[src/rtl/gelu_pipe.sv]
// gelu_pipe
//   Pipelined fixed-point activation unit for the arithmetic unit. It sits
//   between operand fetch and result writeback. Per sample it evaluates
//   GELU, ReLU or bypass. GELU uses the tanh approximation
//     0.5*x*(1 + tanh(0.79788*(x + 0.044715*x^3)))
//   with tanh replaced by a piecewise-linear hard-tanh.
//   There are three register stages with valid/ready on both sides.
//   Every narrowing step rounds half-to-even.
//
//   Build option GELU_PIPE_CLIP_CNT_EN:
//     defined     - o_clip_cnt counts GELU samples whose tanh argument
//                   clipped (|u| >= 1.5). It saturates at 0xFFFF.
//     not defined - the counter is absent and o_clip_cnt reads 0.
//
// Ports
//   i_clk, i_rst       clock; asynchronous active-high reset
//   i_valid / o_ready  input handshake (o_ready = ~o_valid | i_ready)
//   i_data, i_mode     signed Q(DW-FW).FW sample; 00 GELU, 01 ReLU,
//                      10/11 bypass
//   o_valid / i_ready  output handshake
//   o_data             signed Q(DW-FW).FW result
//   o_clip_cnt         hard-tanh clip event count
module gelu_pipe #(
  parameter int DW = 16,
  parameter int FW = 10
) (
  input  logic          i_clk,
  input  logic          i_rst,
  input  logic          i_valid,
  output logic          o_ready,
  input  logic [DW-1:0] i_data,
  input  logic [1:0]    i_mode,
  output logic          o_valid,
  input  logic          i_ready,
  output logic [DW-1:0] o_data,
  output logic [15:0]   o_clip_cnt
);

  localparam int K0  = $rtoi(0.7978845608 * $itor(1 << FW) + 0.5);
  localparam int K1  = $rtoi(0.044715 * $itor(1 << FW) + 0.5);
  localparam int KW  = FW + 2;
  localparam int X2W = 2 * DW;
  localparam int PW  = DW + KW;
  localparam int QW  = X2W + KW + 1;
  localparam int VW  = PW + QW;
  localparam int TW  = DW + 1;
  localparam int GW  = DW + FW + 3;
  localparam int SV  = 4 * FW;
  localparam int SG  = FW + 1;

  localparam logic signed [PW-1:0] K0_P   = PW'(K0);
  localparam logic signed [QW-1:0] K1_Q   = QW'(K1);
  localparam logic signed [QW-1:0] ONE_Q3 = QW'(1) << (3 * FW);
  localparam logic signed [DW-1:0] TH_HI  = DW'(3 << (FW - 1));
  localparam logic signed [DW-1:0] TH_HIN = -TH_HI;
  localparam logic signed [DW-1:0] TH_LO  = DW'(1 << (FW - 1));
  localparam logic signed [DW-1:0] TH_LON = -TH_LO;
  localparam logic signed [TW-1:0] T_ONE  = TW'(1 << (FW + 1));
  localparam logic signed [TW-1:0] T_QTR  = TW'(1 << (FW - 1));
  localparam logic signed [GW-1:0] G_ONE  = GW'(1 << FW);
  localparam logic [DW-1:0]        D_MAX  = {1'b0, {(DW-1){1'b1}}};
  localparam logic [DW-1:0]        D_MIN  = {1'b1, {(DW-1){1'b0}}};
  localparam logic [1:0]           MODE_GELU = 2'b00;
  localparam logic [1:0]           MODE_RELU = 2'b01;

  // The whole pipe moves as one; it stalls only when the output register
  // holds a sample that the sink refuses.
  logic en;
  assign en      = ~o_valid | i_ready;
  assign o_ready = en;

  // Stage 1 inputs: x^2 and x*K0, both Q2FW.
  logic signed [X2W-1:0] x_x2w, x2_c;
  logic signed [PW-1:0]  x_pw, p_c;

  assign x_x2w = {{(X2W-DW){i_data[DW-1]}}, i_data};
  assign x_pw  = {{(PW-DW){i_data[DW-1]}}, i_data};
  assign x2_c  = x_x2w * x_x2w;
  assign p_c   = x_pw * K0_P;

  logic                  s1_valid;
  logic signed [DW-1:0]  s1_x;
  logic [1:0]            s1_mode;
  logic signed [X2W-1:0] s1_x2;
  logic signed [PW-1:0]  s1_p;

  // Stage 2 inputs: v = p*(1 + K1*x^2) in Q5FW, reduced to u in QFW.
  logic signed [QW-1:0] x2_q, q_c;
  logic signed [VW-1:0] p_v, q_v, v_c, v_sh, v_r;
  logic                 v_inc, u_ovf;
  logic signed [DW-1:0] u_c;
  logic signed [TW-1:0] u_t, t2_c;
  logic                 t_inc;
  logic signed [DW-1:0] t_c;

  assign x2_q = {{(QW-X2W){s1_x2[X2W-1]}}, s1_x2};
  assign q_c  = ONE_Q3 + x2_q * K1_Q;
  assign p_v  = {{(VW-PW){s1_p[PW-1]}}, s1_p};
  assign q_v  = {{(VW-QW){q_c[QW-1]}}, q_c};
  assign v_c  = p_v * q_v;

  // Round half to even: bump when the dropped part is above half, or when
  // it is exactly half and the kept LSB is odd.
  assign v_inc = v_c[SV-1] & ((|v_c[SV-2:0]) | v_c[SV]);
  assign v_sh  = v_c >>> SV;
  assign v_r   = v_sh + {{(VW-1){1'b0}}, v_inc};
  assign u_ovf = v_r[VW-1:DW-1] != {(VW-DW+1){v_r[VW-1]}};
  assign u_c   = u_ovf ? (v_r[VW-1] ? D_MIN : D_MAX) : v_r[DW-1:0];

  // Hard-tanh in Q(FW+1). At that scale 0.5*u has the same integer value as u.
  assign u_t = {u_c[DW-1], u_c};
  always_comb begin
    t2_c = u_t <<< 1;
    if (u_c >= TH_HI) begin
      t2_c = T_ONE;
    end else if (u_c <= TH_HIN) begin
      t2_c = -T_ONE;
    end else if (u_c > TH_LO) begin
      t2_c = u_t + T_QTR;
    end else if (u_c < TH_LON) begin
      t2_c = u_t - T_QTR;
    end
  end

  assign t_inc = t2_c[0] & t2_c[1];
  assign t_c   = t2_c[DW:1] + {{(DW-1){1'b0}}, t_inc};

  logic                 s2_valid;
  logic signed [DW-1:0] s2_x;
  logic [1:0]           s2_mode;
  logic signed [DW-1:0] s2_t;

  // Stage 3 inputs: y = x*(1 + t), Q2FW, scaled back by 2^(FW+1). The extra
  // bit of shift supplies the 0.5 factor.
  logic signed [GW-1:0] x_g, t_g, opt_g, g_c, g_sh, g_r;
  logic                 g_inc, g_ovf;
  logic [DW-1:0]        y_gelu, y_c;

  assign x_g    = {{(GW-DW){s2_x[DW-1]}}, s2_x};
  assign t_g    = {{(GW-DW){s2_t[DW-1]}}, s2_t};
  assign opt_g  = G_ONE + t_g;
  assign g_c    = x_g * opt_g;
  assign g_inc  = g_c[SG-1] & ((|g_c[SG-2:0]) | g_c[SG]);
  assign g_sh   = g_c >>> SG;
  assign g_r    = g_sh + {{(GW-1){1'b0}}, g_inc};
  assign g_ovf  = g_r[GW-1:DW-1] != {(GW-DW+1){g_r[GW-1]}};
  assign y_gelu = g_ovf ? (g_r[GW-1] ? D_MIN : D_MAX) : g_r[DW-1:0];

  always_comb begin
    y_c = s2_x;
    case (s2_mode)
      MODE_GELU: y_c = y_gelu;
      MODE_RELU: y_c = (!s2_x[DW-1] && (|s2_x)) ? s2_x : '0;
      default:   y_c = s2_x;
    endcase
  end

  always_ff @(posedge i_clk or posedge i_rst) begin
    if (i_rst) begin
      s1_valid <= 1'b0;
      s1_x     <= '0;
      s1_mode  <= '0;
      s1_x2    <= '0;
      s1_p     <= '0;
      s2_valid <= 1'b0;
      s2_x     <= '0;
      s2_mode  <= '0;
      s2_t     <= '0;
      o_valid  <= 1'b0;
      o_data   <= '0;
    end else if (en) begin
      s1_valid <= i_valid;
      s1_x     <= i_data;
      s1_mode  <= i_mode;
      s1_x2    <= x2_c;
      s1_p     <= p_c;
      s2_valid <= s1_valid;
      s2_x     <= s1_x;
      s2_mode  <= s1_mode;
      s2_t     <= t_c;
      o_valid  <= s2_valid;
      o_data   <= y_c;
    end
  end

`ifdef GELU_PIPE_CLIP_CNT_EN
  logic        clip_c, s2_clip;
  logic [15:0] clip_cnt;

  assign clip_c = (s1_mode == MODE_GELU) && ((u_c >= TH_HI) || (u_c <= TH_HIN));

  always_ff @(posedge i_clk or posedge i_rst) begin
    if (i_rst) begin
      s2_clip  <= 1'b0;
      clip_cnt <= '0;
    end else if (en) begin
      s2_clip <= clip_c;
      if (s2_valid && s2_clip && (clip_cnt != 16'hFFFF)) begin
        clip_cnt <= clip_cnt + 16'd1;
      end
    end
  end

  assign o_clip_cnt = clip_cnt;
`else
  assign o_clip_cnt = 16'd0;
`endif

endmodule
[config.mk]
export PLATFORM = sky130hd
export DESIGN_NAME = gelu_pipe
export DESIGN_NICKNAME = d
export VERILOG_FILES = /design/src/rtl/gelu_pipe.sv
export SDC_FILE = /design/constraint.sdc
export NUM_CORES = 2
export LEC_CHECK = 0
export ABC_AREA = 1
export BUFFER_PORTS_ARGS = -buffer_cell sky130_fd_sc_hd__buf_2
export CAP_MARGIN = 30
export CORE_MARGIN = 1
export CORE_UTILIZATION = 45
export DETAILED_ROUTE_END_ITERATION = 16
export MAX_ROUTING_LAYER = met4
export PLACE_DENSITY_LB_ADDON = 0.1
export SYNTH_ARGS = -nofsm -noshare
export SYNTH_HDL_FRONTEND = slang
export SYNTH_SLANG_ARGS = --single-unit
[constraint.sdc]
create_clock -name i_clk -period 15 [get_ports i_clk]
set_input_delay 2.25 -clock i_clk [delete_from_list [all_inputs] [get_ports i_clk]]
set_output_delay 2.25 -clock i_clk [all_outputs]
set_load 0.02 [all_outputs]
Word-level counts from Yosys, hierarchy flattened:

Cells that the tools add are included.

* flip-flop bits (word level): 130
* input port bits: 22
* output and inout bits: 34
* logic and storage cells: 53

* add/subtract/negate cells: 7
* multipliers: 5
* order comparisons: 4
* eq/ne operators: 3
* multiplexer cells: 10
* bitwise logic cells: 7
* reductions and logical operators: 6

Operators by type and width (count)
* 16-bit 2-to-1 mux: 5
* 17-bit 2-to-1 mux: 4
* 27-bit by 40-bit multiplier with 67-bit output: 1
* 57-bit inequality test: 1
* 32-bit by 39-bit adder with 40-bit output, first input constant: 1
* 39-bit OR reduction: 1
* 32-bit by 6-bit multiplier with 38-bit output, second input constant: 1
* 16-bit by 16-bit multiplier with 32-bit output: 1
* 16-bit one-hot mux with 2 select lines: 1
* 16-bit by 17-bit multiplier with 29-bit output: 1
* 27-bit by 2-bit adder with 28-bit output: 1
* 16-bit by 11-bit multiplier with 27-bit output, second input constant: 1
* 18-bit by 2-bit adder with 19-bit output: 1
* 12-bit by 16-bit adder with 17-bit output, first input constant: 1
* 16-bit by 11-bit adder with 17-bit output, second input constant: 1
* 16-bit by 11-bit subtractor with 17-bit output, second input constant: 1
* 16-bit by 1-bit adder with 16-bit output: 1
* 16-bit by 12-bit >= comparator with 1-bit output, second input constant: 1
* 16-bit by 11-bit greater-than comparator with 1-bit output, second input constant: 1
* 16-bit by 12-bit <= comparator with 1-bit output, second input constant: 1
* 16-bit by 10-bit < comparator with 1-bit output, second input constant: 1
* 16-bit OR reduction: 1
* 13-bit inequality test: 1
* 10-bit OR reduction: 1
* 7 further kinds: 11

Longest topological paths before layout:

* depth in word-level cells: 16
* depth in mapped cells: 102
* mapped depth without buffers: 99

Worst setup path before layout:

No wires, ideal clock.

* path type: register -> register
* from: register s1_x2[5]
* to: register s2_t[10]
* library setup time: 0.118 ns
* data arrival time: 13.870 ns
* slack: 1.012 ns
* cell stages (with the launch flop): 86
* buffers on the path: 4
* period minus slack after synthesis: 13.988 ns
* path through: dfrtp_1 > inv_1 > fa_1 > inv_1 > ha_1 > inv_1 > fa_1 > inv_1 > ha_1 > nand2_1 > o21ai_0 > nand2_1 > nand2_1 > a21oi_1 > o21ai_0 > a21boi_0 > o21ai_0 > a21oi_1 > [50 not listed] > inv_1 > nor2_1 > nand2_1 > nand2_1 > inv_1 > nand2_4 > nand2_2 > buf_6 > inv_2 > nor4_1 > ha_1 > inv_1 > nor2_2 > nand3_1 > nor2_2 > nand3_1 > nand3_1 > nand2_1

* word-level cells in the longest chain between the ends: 16
* elaborated cells on any way between the ends: 22

RTL lines
* start: declaration: RTL line 84 `logic signed [X2W-1:0] s1_x2;`
* start signal: assignment: RTL line 163 `s1_x2 <= '0;`
* start signal: assignment: RTL line 175 `s1_x2 <= x2_c;`
* 32-bit by 6-bit multiplier with 38-bit output *: RTL line 97 `assign q_c = ONE_Q3 + x2_q * K1_Q;`
* 32-bit by 39-bit adder with 40-bit output *: RTL line 97
* 27-bit by 40-bit multiplier with 67-bit output *: RTL line 100 `assign v_c = p_v * q_v;`
* 39-bit OR reduction: RTL line 104 `assign v_inc = v_c[SV-1] & ((|v_c[SV-2:0]) | v_c[SV]);`
* 1-bit bitwise OR: RTL line 104
* 1-bit AND: RTL line 104
* 27-bit by 2-bit adder with 28-bit output *: RTL line 106 `assign v_r = v_sh + {{(VW-1){1'b0}}, v_inc};`
* 57-bit inequality test or 16-bit 2-to-1 mux (tied branches): RTL line 107, 108
* 16-bit 2-to-1 mux *: RTL line 108 `assign u_c = u_ovf ? (v_r[VW-1] ? D_MIN : D_MAX) : v_r[DW-1:0];`
* 16-bit by 11-bit subtractor with 17-bit output or 16-bit by 10-bit < comparator with 1-bit output (tied branches): RTL line 121, 120
* 17-bit 2-to-1 mux: RTL line 120 `end else if (u_c < TH_LON) begin`
* 17-bit 2-to-1 mux: RTL line 118 `end else if (u_c > TH_LO) begin`
* 17-bit 2-to-1 mux: RTL line 116 `end else if (u_c <= TH_HIN) begin`
* 17-bit 2-to-1 mux *: RTL line 114 `if (u_c >= TH_HI) begin`
* 1-bit AND: RTL line 125 `assign t_inc = t2_c[0] & t2_c[1];`
* 16-bit by 1-bit adder with 16-bit output *: RTL line 126 `assign t_c = t2_c[DW:1] + {{(DW-1){1'b0}}, t_inc};`
* end signal: assignment: RTL line 180 `s2_t <= t_c;`
* end: declaration: RTL line 131 `logic signed [DW-1:0] s2_t;`

Every way passes the cells marked *; elsewhere a longest branch is shown, timed or not.
A chain may end at the register's enable or synchronous reset.

Final worst setup path:

* from: register s1_x2[4]
* to: register s2_t[8]

The elaborated chain is that of the path after synthesis.

==> flow_summary.toml <==
[run_status]
outcome = "finished, final reports clean"

[setup_path]
worstSetupPathType = "reg -> reg"
endpoint_kind = "flip-flop"
cpPeakStageDelay_ns = 0.55
critPathLaunchType = "flip-flop"
reg2reg_slack_ns = 0.91
reg2reg_to = "s2_t[8]"
crit_path_max_fanout = 8
arrival_ns = 14.44
cpMaxStageDelayCell = "fa_1"
crit_required_ns = 15.35
reg2reg_depth = 87
rr_startpoint = "s1_x2[4]"

[placed_design]
numPortBuffers = 39
dpl.cell_count = 11300
routabilityCongestion = 0.972
placed_area_um2 = 75500
dp_hpwl_mm = 183

[sta]
finalMaxSlewViolations = 0
tightestPinTransition_ns = 1.03
relSlewSlack_pct = 31.5
skew_ns = 0.0178
finalCriticalPeriod_ns = 14.09
clock.fmax_mhz = 71.0
fin_crit_sh_pct = 93.9
setup_viol_count_final = 0
finalHoldViolations = 0

[route]
vias = 56200
drtPass1Iterations = 8
drc = 0
vias_per_cell = 4.96
first_iter_violations = 3564
ant_nets = 0
wl_per_cell_um = 19.3
drt_wl_total_mm = 219

[layout]
nFillCells = 15400
final_cells = 11300
fin_util_pct = 50.2
fin_area_um2 = 77500
nets = 11400
drive_gt1_share_pct = 10.5
area_delta_synth_final_pct = 10.6

[grt]
first_global_vias = 59400
antenna_found_initial = 1
grt_overflow = 0
grt_pass1_wl_mm = 346
grt_start_max_net_pins = 82
track_usage_pct = 29.6

[synthesis]
yosys.area_share.simple_pct = 18.7
synth.distinct_cells = 49
synth_fa_ha_area_share_pct = 55.2
synth-warning-count = 0
synth_edf_count = 0
synth_async_sr_flop_share_pct = 100
synthMuxAreaShare_pct = 0
synth_cells = 9015
synth_top_family_by_area = "adder cells"
yosys.area_share.xor_xnor_pct = 2.66
synth_compound_area_share_pct = 3.30
syn_area_um2 = 70100
ys.flop_type = "dfrtp_1"
seq_area_frac_synth_pct = 4.43
postSynthAreaPerCell_um2 = 7.78
ys_ff_latch = 124

[floorplan]
die_area_um2 = 157000
die_w_um = 397
initial_core_util_pct = 45.4
num_rows = 144
dieHeight_um = 397
io-pin-count = 56
core_um2 = 154000

[clock_tree]
root_buffer = "clkbuf_16"
cts.clk_slew.worst_paths_ns = 0.07
cts_tree = "done"
cts_max_level = 4
cts_buffers = 17
cts.sinks = 124
clockBufferDepth = 2
clock_latency_ns = 0.49

[min_path]
min_from = "s2_valid"
hold_path_depth = 1
hold_class = "reg -> reg"
hold_end = "o_valid"

[job]
maxCapViolCount = 0
-- cells by family (layout without fill, tap and decap cells) --
logic type               Yosys count  in the layout
buffers and inverters           2894           3156
adder cells (fa/ha/maj)         2122           2122
other                              2             19
flip-flops                       124            124
XOR/XNOR                         213            213
AND/OR/NAND/NOR                 3222           3222
AO/OA/AOI/OAI                    438            438
-- flip-flops by register name, indices dropped and copies added (netlist names) --
register,count
s2_valid,1
s1_mode,2
s2_t,16
s1_x,16
s2_mode,2
s1_valid,1
o_valid,1
o_data,16
s1_x2,30
s2_x,16
s1_p,23
-- routing by layer --
metal / part of all wire (%) / vias to the layer above / GRT usage, %
met5: 0 / - / -
met2: 46 / 1635 / 46.4
li1: - / 26200 / -
met4: 2.3 / 0 / 5.80
met3: 6.5 / 259 / 3.88
met1: 45 / 28200 / 41.2
-- cell usage after synthesis (4+ instances only) --
cell	count	area (µm²)
fa_1	1619	32400
buf_6	5	56.3
o21bai_1	7	52.6
nand4_1	46	288
nor3_1	27	135
o22ai_1	5	31.3
a211oi_1	4	30.0
buf_2	4	20.0
nand2_2	19	119
buf_1	23	86.3
nor2_1	500	1880
nand2_4	6	67.6
nand3_1	263	1320
inv_1	2550	9570
buf_4	18	135
o211ai_1	5	37.5
or2_2	43	269
ha_1	503	6290
and2_1	5	31.3
xnor2_1	84	736
o21ai_1	8	40.0
a21o_1	7	52.6
xor2_1	129	1130
dfrtp_1	124	3100
nor2_4	11	124
nand2_1	2225	8350
a31oi_1	7	43.8
nor2_2	35	219
o21ai_0	169	846
a21oi_1	208	1040
clkinv_1	12	45.0
nand3_2	12	120
nand3b_1	7	52.6
inv_2	13	48.8
o31ai_1	10	75.1
nor4_1	13	81.3
clkbuf_1	268	1010
-- area by class of cell --
| cell class | count | area (µm²) | area share (%) |
|---|---|---|---|
| timing repair buffer | 550 | 4340 | 5.60 |
| clock inverter | 12 | 115 | 0.148 |
| sequential | 124 | 3100 | 4.00 |
| inverter | 2575 | 9690 | 12.5 |
| tap | 2044 | 2560 | 3.30 |
| clock buffer | 19 | 453 | 0.584 |
| multi-input combinational | 6013 | 57300 | 73.9 |
| antenna | 1 | 2.50 | 0.00323 |
-- metrics by stage --
stage,setup slack [ns],hold slack [ns],setup TNS [ns]
6_report,0.914,0.470,0
5_1_grt,-0.0969,0.494,-0.511
4_1_cts,0.0139,0.471,0
3_5_place_dp,-0.137,0.456,-0.869
3_3_place_gp,-0.170,0.448,-1.57
2_1_floorplan,1.01,0.440,0
-- cells in the final DEF, fill, tap and decap left out, types with 20 or more instances in the layout --
master	count
buf_2	39
nor2_2	68
inv_1	2530
dfrtp_1	123
nor2_1	439
fa_1	1603
nand3_2	23
ha_1	476
nand3_1	250
nand2_1	2169
a21oi_1	184
nor3_1	23
ha_4	20
a21oi_2	23
buf_4	483
xor2_1	122
xnor2_1	83
nand4_1	46
nor2_4	39
nand2_2	65
or2_2	43
inv_2	29
o21ai_0	157
-- worst max-delay path by stage --
stage / end / from / depth (start not counted)
after global routing: s2_t[10] / s1_x2[4] / 93
after CTS: s2_t[8] / s1_x2[4] / 87
final: s2_t[8] / s1_x2[4] / 87
after floorplan: s2_t[10] / s1_x2[5] / 85
after detailed placement: s2_t[8] / s1_x2[5] / 90
after global placement: s2_t[13] / s1_x2[4] / 85
-- critical path: cells and delay by family (launching register included) --
kind                     cells  cell delay [ns]
AO/OA/AOI/OAI               11             1.59
XOR/XNOR                     1             0.15
adder cells (fa/ha/maj)     14             5.71
buffers and inverters       23             2.16
flip-flops                   1             0.36
AND/OR/NAND/NOR             38             3.94
-- repair_timing --
action / 4_1_cts / 5_1_grt
hold buffers: 0 / 0
gates resized for setup: 3 / 319
pin swaps: 0 / 74
endpoints found under the hold margin: 0 / 0
setup endpoints to repair: 13 / 16
buffers inserted: 0 / 34
Power is left out: the tool's default activity adds up to more than one toggle a clock period on the data nets, which glitch-free logic cannot reach.
